===== src/rtl/counter_pkg.sv =====
// Shared types and constants for the modulo counter and its testbench.
package counter_pkg;

  typedef enum logic {
    CNT_WRAP = 1'b0,
    CNT_SAT  = 1'b1
  } cnt_mode_e;

  localparam logic CNT_UP   = 1'b1;
  localparam logic CNT_DOWN = 1'b0;

endpackage


===== src/rtl/mod_counter_if.sv =====
// Control/status bundle for mod_counter; master drives controls, slave is the counter.
interface mod_counter_if #(
  parameter int unsigned WIDTH = 4
);
  import counter_pkg::*;

  logic             en;
  logic             dir;
  cnt_mode_e        mode;
  logic             load;
  logic [WIDTH-1:0] load_val;
  logic [WIDTH-1:0] modulus;
  logic [WIDTH-1:0] count;
  logic             tc;
  logic             at_zero;
  logic             at_max;

  modport master (
    output en, dir, mode, load, load_val, modulus,
    input  count, tc, at_zero, at_max
  );

  modport slave (
    input  en, dir, mode, load, load_val, modulus,
    output count, tc, at_zero, at_max
  );

endinterface


===== src/rtl/tick_divider.sv =====
// Prescaler: counts en-qualified cycles 0..DIV-1 and ticks on the last one; clr restarts the phase.
module tick_divider #(
  parameter int unsigned DIV = 4
) (
  input  logic clk,
  input  logic reset,
  input  logic en,
  input  logic clr,
  output logic tick
);

  localparam int unsigned CntW = (DIV > 1) ? $clog2(DIV) : 1;
  localparam logic [CntW-1:0] Last = CntW'(DIV - 1);

  logic [CntW-1:0] r_cnt;
  logic [CntW-1:0] w_cnt_d;

  always_comb begin
    w_cnt_d = r_cnt;
    if (clr) begin
      w_cnt_d = '0;
    end else if (en) begin
      w_cnt_d = (r_cnt == Last) ? '0 : r_cnt + CntW'(1);
    end
  end

  always_ff @(posedge clk or negedge reset) begin
    if (!reset) begin
      r_cnt <= '0;
    end else begin
      r_cnt <= w_cnt_d;
    end
  end

  assign tick = en & (r_cnt == Last);

endmodule


===== src/rtl/mod_counter.sv =====
// Modulo up/down counter with load, wrap/saturate mode and terminal-count pulse.
// Optional prescaler compiled in with CNT_PRESCALE_EN.
module mod_counter
  import counter_pkg::*;
#(
  parameter int unsigned WIDTH        = 4,
  parameter int unsigned PRESCALE_DIV = 4
) (
  input  logic         clk,
  input  logic         reset,
  mod_counter_if.slave bus
);

  logic [WIDTH-1:0] r_count;
  logic [WIDTH-1:0] w_count_d;
  logic             r_tc;
  logic             w_tc_d;
  logic             w_tick;
  logic             w_step;
  logic             w_wrap;

`ifdef CNT_PRESCALE_EN
  tick_divider #(
    .DIV (PRESCALE_DIV)
  ) u_tick_divider (
    .clk   (clk),
    .reset (reset),
    .en    (bus.en),
    .clr   (bus.load),
    .tick  (w_tick)
  );
`else
  assign w_tick = 1'b1;
`endif

  assign w_step = bus.en & w_tick & ~bus.load;
  assign w_wrap = (bus.mode == CNT_WRAP);

  always_comb begin
    w_count_d = r_count;
    w_tc_d    = 1'b0;
    if (bus.load) begin
      w_count_d = (bus.load_val > bus.modulus) ? bus.modulus : bus.load_val;
    end else if (w_step) begin
      if (r_count > bus.modulus) begin
        // Left out of range by a modulus change: pull back inside.
        if (bus.dir == CNT_UP && w_wrap) begin
          w_count_d = '0;
          w_tc_d    = 1'b1;
        end else begin
          w_count_d = bus.modulus;
        end
      end else if (bus.dir == CNT_UP) begin
        if (r_count == bus.modulus) begin
          if (w_wrap) begin
            w_count_d = '0;
            w_tc_d    = 1'b1;
          end
        end else begin
          w_count_d = r_count + WIDTH'(1);
          w_tc_d    = !w_wrap && (w_count_d == bus.modulus);
        end
      end else begin
        if (r_count == '0) begin
          if (w_wrap) begin
            w_count_d = bus.modulus;
            w_tc_d    = 1'b1;
          end
        end else begin
          w_count_d = r_count - WIDTH'(1);
          w_tc_d    = !w_wrap && (w_count_d == '0);
        end
      end
    end
  end

  always_ff @(posedge clk or negedge reset) begin
    if (!reset) begin
      r_count <= '0;
      r_tc    <= 1'b0;
    end else begin
      r_count <= w_count_d;
      r_tc    <= w_tc_d;
    end
  end

  assign bus.count   = r_count;
  assign bus.tc      = r_tc;
  assign bus.at_zero = (r_count == '0);
  assign bus.at_max  = (r_count == bus.modulus);

endmodule


===== src/flat_wrapper.sv =====
// flat-port wrapper written by rule: the top's interface ports become plain ports
module mod_counter_flat import counter_pkg::*;
#(
  parameter int unsigned WIDTH        = 4,
  parameter int unsigned PRESCALE_DIV = 4
)
  (clk, reset, bus_en, bus_dir, bus_mode, bus_load, bus_load_val, bus_modulus, bus_count, bus_tc, bus_at_zero, bus_at_max);
  mod_counter_if #(.WIDTH(WIDTH)) bus_i ();
  input  logic clk;
  input  logic reset;
  input wire logic [$bits(bus_i.en)-1:0] bus_en;
  input wire logic [$bits(bus_i.dir)-1:0] bus_dir;
  input wire logic [$bits(bus_i.mode)-1:0] bus_mode;
  input wire logic [$bits(bus_i.load)-1:0] bus_load;
  input wire logic [$bits(bus_i.load_val)-1:0] bus_load_val;
  input wire logic [$bits(bus_i.modulus)-1:0] bus_modulus;
  output wire logic [$bits(bus_i.count)-1:0] bus_count;
  output wire logic [$bits(bus_i.tc)-1:0] bus_tc;
  output wire logic [$bits(bus_i.at_zero)-1:0] bus_at_zero;
  output wire logic [$bits(bus_i.at_max)-1:0] bus_at_max;
  assign bus_i.en = bus_en;
  assign bus_i.dir = bus_dir;
  assign bus_i.mode = bus_mode;
  assign bus_i.load = bus_load;
  assign bus_i.load_val = bus_load_val;
  assign bus_i.modulus = bus_modulus;
  assign bus_count = bus_i.count;
  assign bus_tc = bus_i.tc;
  assign bus_at_zero = bus_i.at_zero;
  assign bus_at_max = bus_i.at_max;
  mod_counter #(.WIDTH(WIDTH), .PRESCALE_DIV(PRESCALE_DIV)) u_core (.clk(clk), .reset(reset), .bus(bus_i));
endmodule

===== config.mk =====
export PLATFORM = sky130hd
export DESIGN_NAME = mod_counter_flat
export DESIGN_NICKNAME = d
export VERILOG_FILES = /design/src/rtl/counter_pkg.sv /design/src/rtl/mod_counter_if.sv /design/src/rtl/tick_divider.sv /design/src/rtl/mod_counter.sv /design/src/flat_wrapper.sv
export SDC_FILE = /design/constraint.sdc
export NUM_CORES = 1
export LEC_CHECK = 0
export ABC_AREA = 1
export BUFFER_PORTS_ARGS = -buffer_cell sky130_fd_sc_hd__buf_4
export CAP_MARGIN = 20
export CORE_MARGIN = 3
export CORE_UTILIZATION = 58
export DETAILED_ROUTE_END_ITERATION = 10
export PLACE_DENSITY = 0.83
export SYNTH_ARGS = -nofsm -noshare
export SYNTH_HDL_FRONTEND = slang
export SYNTH_HIERARCHICAL = 1
export SYNTH_SLANG_ARGS = --single-unit

===== constraint.sdc =====
create_clock -name clk -period 4 [get_ports clk]
set_input_delay 0.2 -clock clk [delete_from_list [all_inputs] [get_ports clk]]
set_output_delay 0.2 -clock clk [all_outputs]
set_load 0.02 [all_outputs]

==> impl_metrics.ini <==
[global_routing]
grt_pass1_vias = 1001
grt-ovfl-total = 0
grt_usage = 0.2596
grt_pass1_wl_mm = 4.098
grt_use_met1 = 0.3095
met3_usage = 0.05364
grt_antenna_before_repair = 0
grt.met2_usage = 0.4670
top_usage_layer = met2
grt_start_max_net_pins = 11

[sta]
final-setup-viol-count = 0
fmax_mhz = 526.3
rsz0062_at_grt = no
hold_violations = 0
worst_slew_pin_slew_ns = 0.4179
fin_crit_ns = 1.900
period_share = 0.4750
slew-limit-headroom = 0.7214
slew_viol_final = 0
tns_ns = 0
fin_skew_ns = 0.007396

[hold_path]
hold_path.class = input pin to register
hp-start = bus_en

[critical_path]
crit_start = u_core/bus.count[0]
critical-path-top-delay-family = simple AND/OR/NAND/NOR gates
worst_ep_required_time_ns = 4.13
cpMostUsedCell = inv_1
cp_cell_sequence = inv_1 > ha_1 > nand2_1 > nor2_4 > nand4_1 > o21ai_1 > inv_1 > nand2_4 > inv_2 > nor2_1 > a21oi_2
crit_arrival_ns = 2.03
path_depth = 11
r2r_end = u_core/bus.count[3]
cp_slowest_cell = dfrtp_1
start_kind = register
cp_max_fo = 8
crit_end = u_core/bus.count[3]
crit_path_max_incr_delay_ns = 0.46
critPathBufInv = 3
r2r_slack_ns = 2.10
reg2reg_depth = 11
rr_startpoint = u_core/bus.count[0]
crit_path_end_kind = register
worstSetupPathType = register to register

[die]
die_h_um = 46.76
die-width_um = 46.76
coreArea_um2 = 1541
num_rows = 14
initial_utilization = 0.6250
dieArea_um2 = 2186
ioPinCount = 21

[layout]
area_growth_pct = 20.26
antenna_cells = 0
fin_util = 0.7516
fin_nets = 216
drive_gt1_frac = 0.2211
stdcell_area_um2 = 1159

[yosys]
synthCells = 166
ys_ff_latch = 5
synth_area_leaders = nand2_1 (26%), ha_1 (14%), dfrtp_1 (13%)
syn_area_per_cell_um2 = 5.804
ys.warnings.count = 6
synth_edf_count = 0
yosysSeqAreaShare = 0.1299
syn_nets = 191
async_flop_share = 1.000
synth_flop_cell = dfrtp_1
netlist.area_leader.share = 0.2610
synth.largest_area_cell = nand2_1
synth_cell_type_count = 23
mappedNetlistArea_um2 = 963.4
yosysMostFrequentCell = nand2_1
synth_common_cells = nand2_1 (67), inv_1 (19), nand3_1 (16)

[power]
p_comb_frac = 0.703
power.density_nw_per_um2 = 474.8
clkPwrFrac = 0.107
swShare = 0.5535
internal_power_w = 0.0002456
switchingPower_w = 0.0003045
vdd_drop_max_v = 0.0003821
pwr-share-seq = 0.189
leakage_nw = 0.6786

[placement]
routabilityCongestion = 0.9682
port_buffers = 20
place_hpwl_mm = 2.049
dpl_cell_area_um2 = 1122

[detailed_routing]
drt_iter0_markers = 60
vias = 1151
vias_per_cell = 5.587
wirelength_mm = 2.642
drc = 0
ant_nets = 0
post_drt_wl_per_cell_um = 12.83
first_pass_iters = 4

[clocking]
cts_htree_levels = 1
clock-sinks = 5
cts_tree = built
root_buffer = clkbuf_4
clk_pin_slew_ns = 0.05
clkLatencyLatePin_ns = 0.25
cts_buffer_depth = 2
numCtsBuffers = 3

[run_status]
status = completed

[flow_run]
maxCapViolCount = 0
per-layer routing:
metal / share of wire / wire, µm
met1: 0.38 / 1003
met4: 0.0061 / 16
met5: 0 / 0
met3: 0.11 / 286
met2: 0.51 / 1335
state kept, by name (all words and copies together), names as in the netlist:
signal and flops:
u_core/bus.count 4, u_core/bus.tc 1
power by group through the flow:
stage | Combinational [W] | Clock [W] | Sequential [W]
after CTS | 0.000381 | 0.0000611 | 0.000104
after detailed placement | 0.000378 | 0 | 0.000104
after global placement | 0.000369 | 0 | 0.000103
final | 0.000387 | 0.0000591 | 0.000104
after global routing | 0.000431 | 0.0000659 | 0.000107
after floorplan | 0.000275 | 0 | 0.000106
per-stage QoR:
| step | total power, W | hold slack (ns) | std cells | setup WS [ns] |
|---|---|---|---|---|
| 6_report | 0.0005501 | 0.2434 | 206 | 2.100 |
| 4_1_cts | 0.0005454 | 0.2389 | 206 | 2.141 |
| 3_5_place_dp | 0.0004825 | 0.004205 | 201 | 2.155 |
| 2_1_floorplan | 0.0003816 | -0.09559 | 166 | 2.085 |
| 5_1_grt | 0.0006038 | 0.2433 | 206 | 2.002 |
| 3_3_place_gp | 0.0004722 | 0.002735 | 201 | 2.207 |
cell families after synthesis:
logic type | Yosys count | synth area share
simple gates | 112 | 0.5351
buf+inv | 26 | 0.1104
compound gates | 12 | 0.08181
fa+ha+maj | 11 | 0.1429
flops | 5 | 0.1299
how the worst min path moves through the flow:
stage / to / cells past startpoint / slack, ns
2_1_floorplan: u_core/bus.count[0] / 0 / -0.1
3_3_place_gp: u_core/bus.tc / 1 / 0.003
3_5_place_dp: u_core/bus.count[0] / 1 / 0.004
4_1_cts: u_core/bus.tc / 3 / 0.24
5_1_grt: u_core/bus.tc / 3 / 0.24
6_report: u_core/bus.tc / 3 / 0.24
layout make-up:
class	count	area, µm²
tap	16	20.02
fill	136	382.9
timing repair buffer	21	160.2
sequential	5	125.1
clock buffer	4	26.28
inverter	25	95.09
multi-input combinational	135	732.0
cell usage in the layout, fill, tap and decap left out, types with 2 or more instances in the layout:
cell,instances
nand4_1,7
inv_2,5
clkbuf_4,3
ha_1,11
nand3_1,16
nand2_2,3
a21oi_2,2
a21oi_1,3
buf_4,20
nor2_4,2
o211ai_1,2
dfrtp_1,5
nand2_1,67
o21ai_0,2
inv_1,19
nor2_1,11
nand2_4,3
worst reg2reg max path, delay by kind of cell (launching register included):
kind	cells	cell delay [ns]
AO/OA/AOI/OAI	2	0.14
adder cells (fa/ha/maj)	1	0.32
flip-flops	1	0.46
AND/OR/NAND/NOR	5	0.59
buffers and inverters	3	0.30
repair_timing:
action                                  in CTS  in global routing
hold buffers                                 1                  0
resized for setup                            0                  0
endpoints found under the hold margin        5                  0
endpoints found under the setup margin       0                  0
buffers inserted                             0                  0
Note: power is estimated with default switching activity, not from simulation.
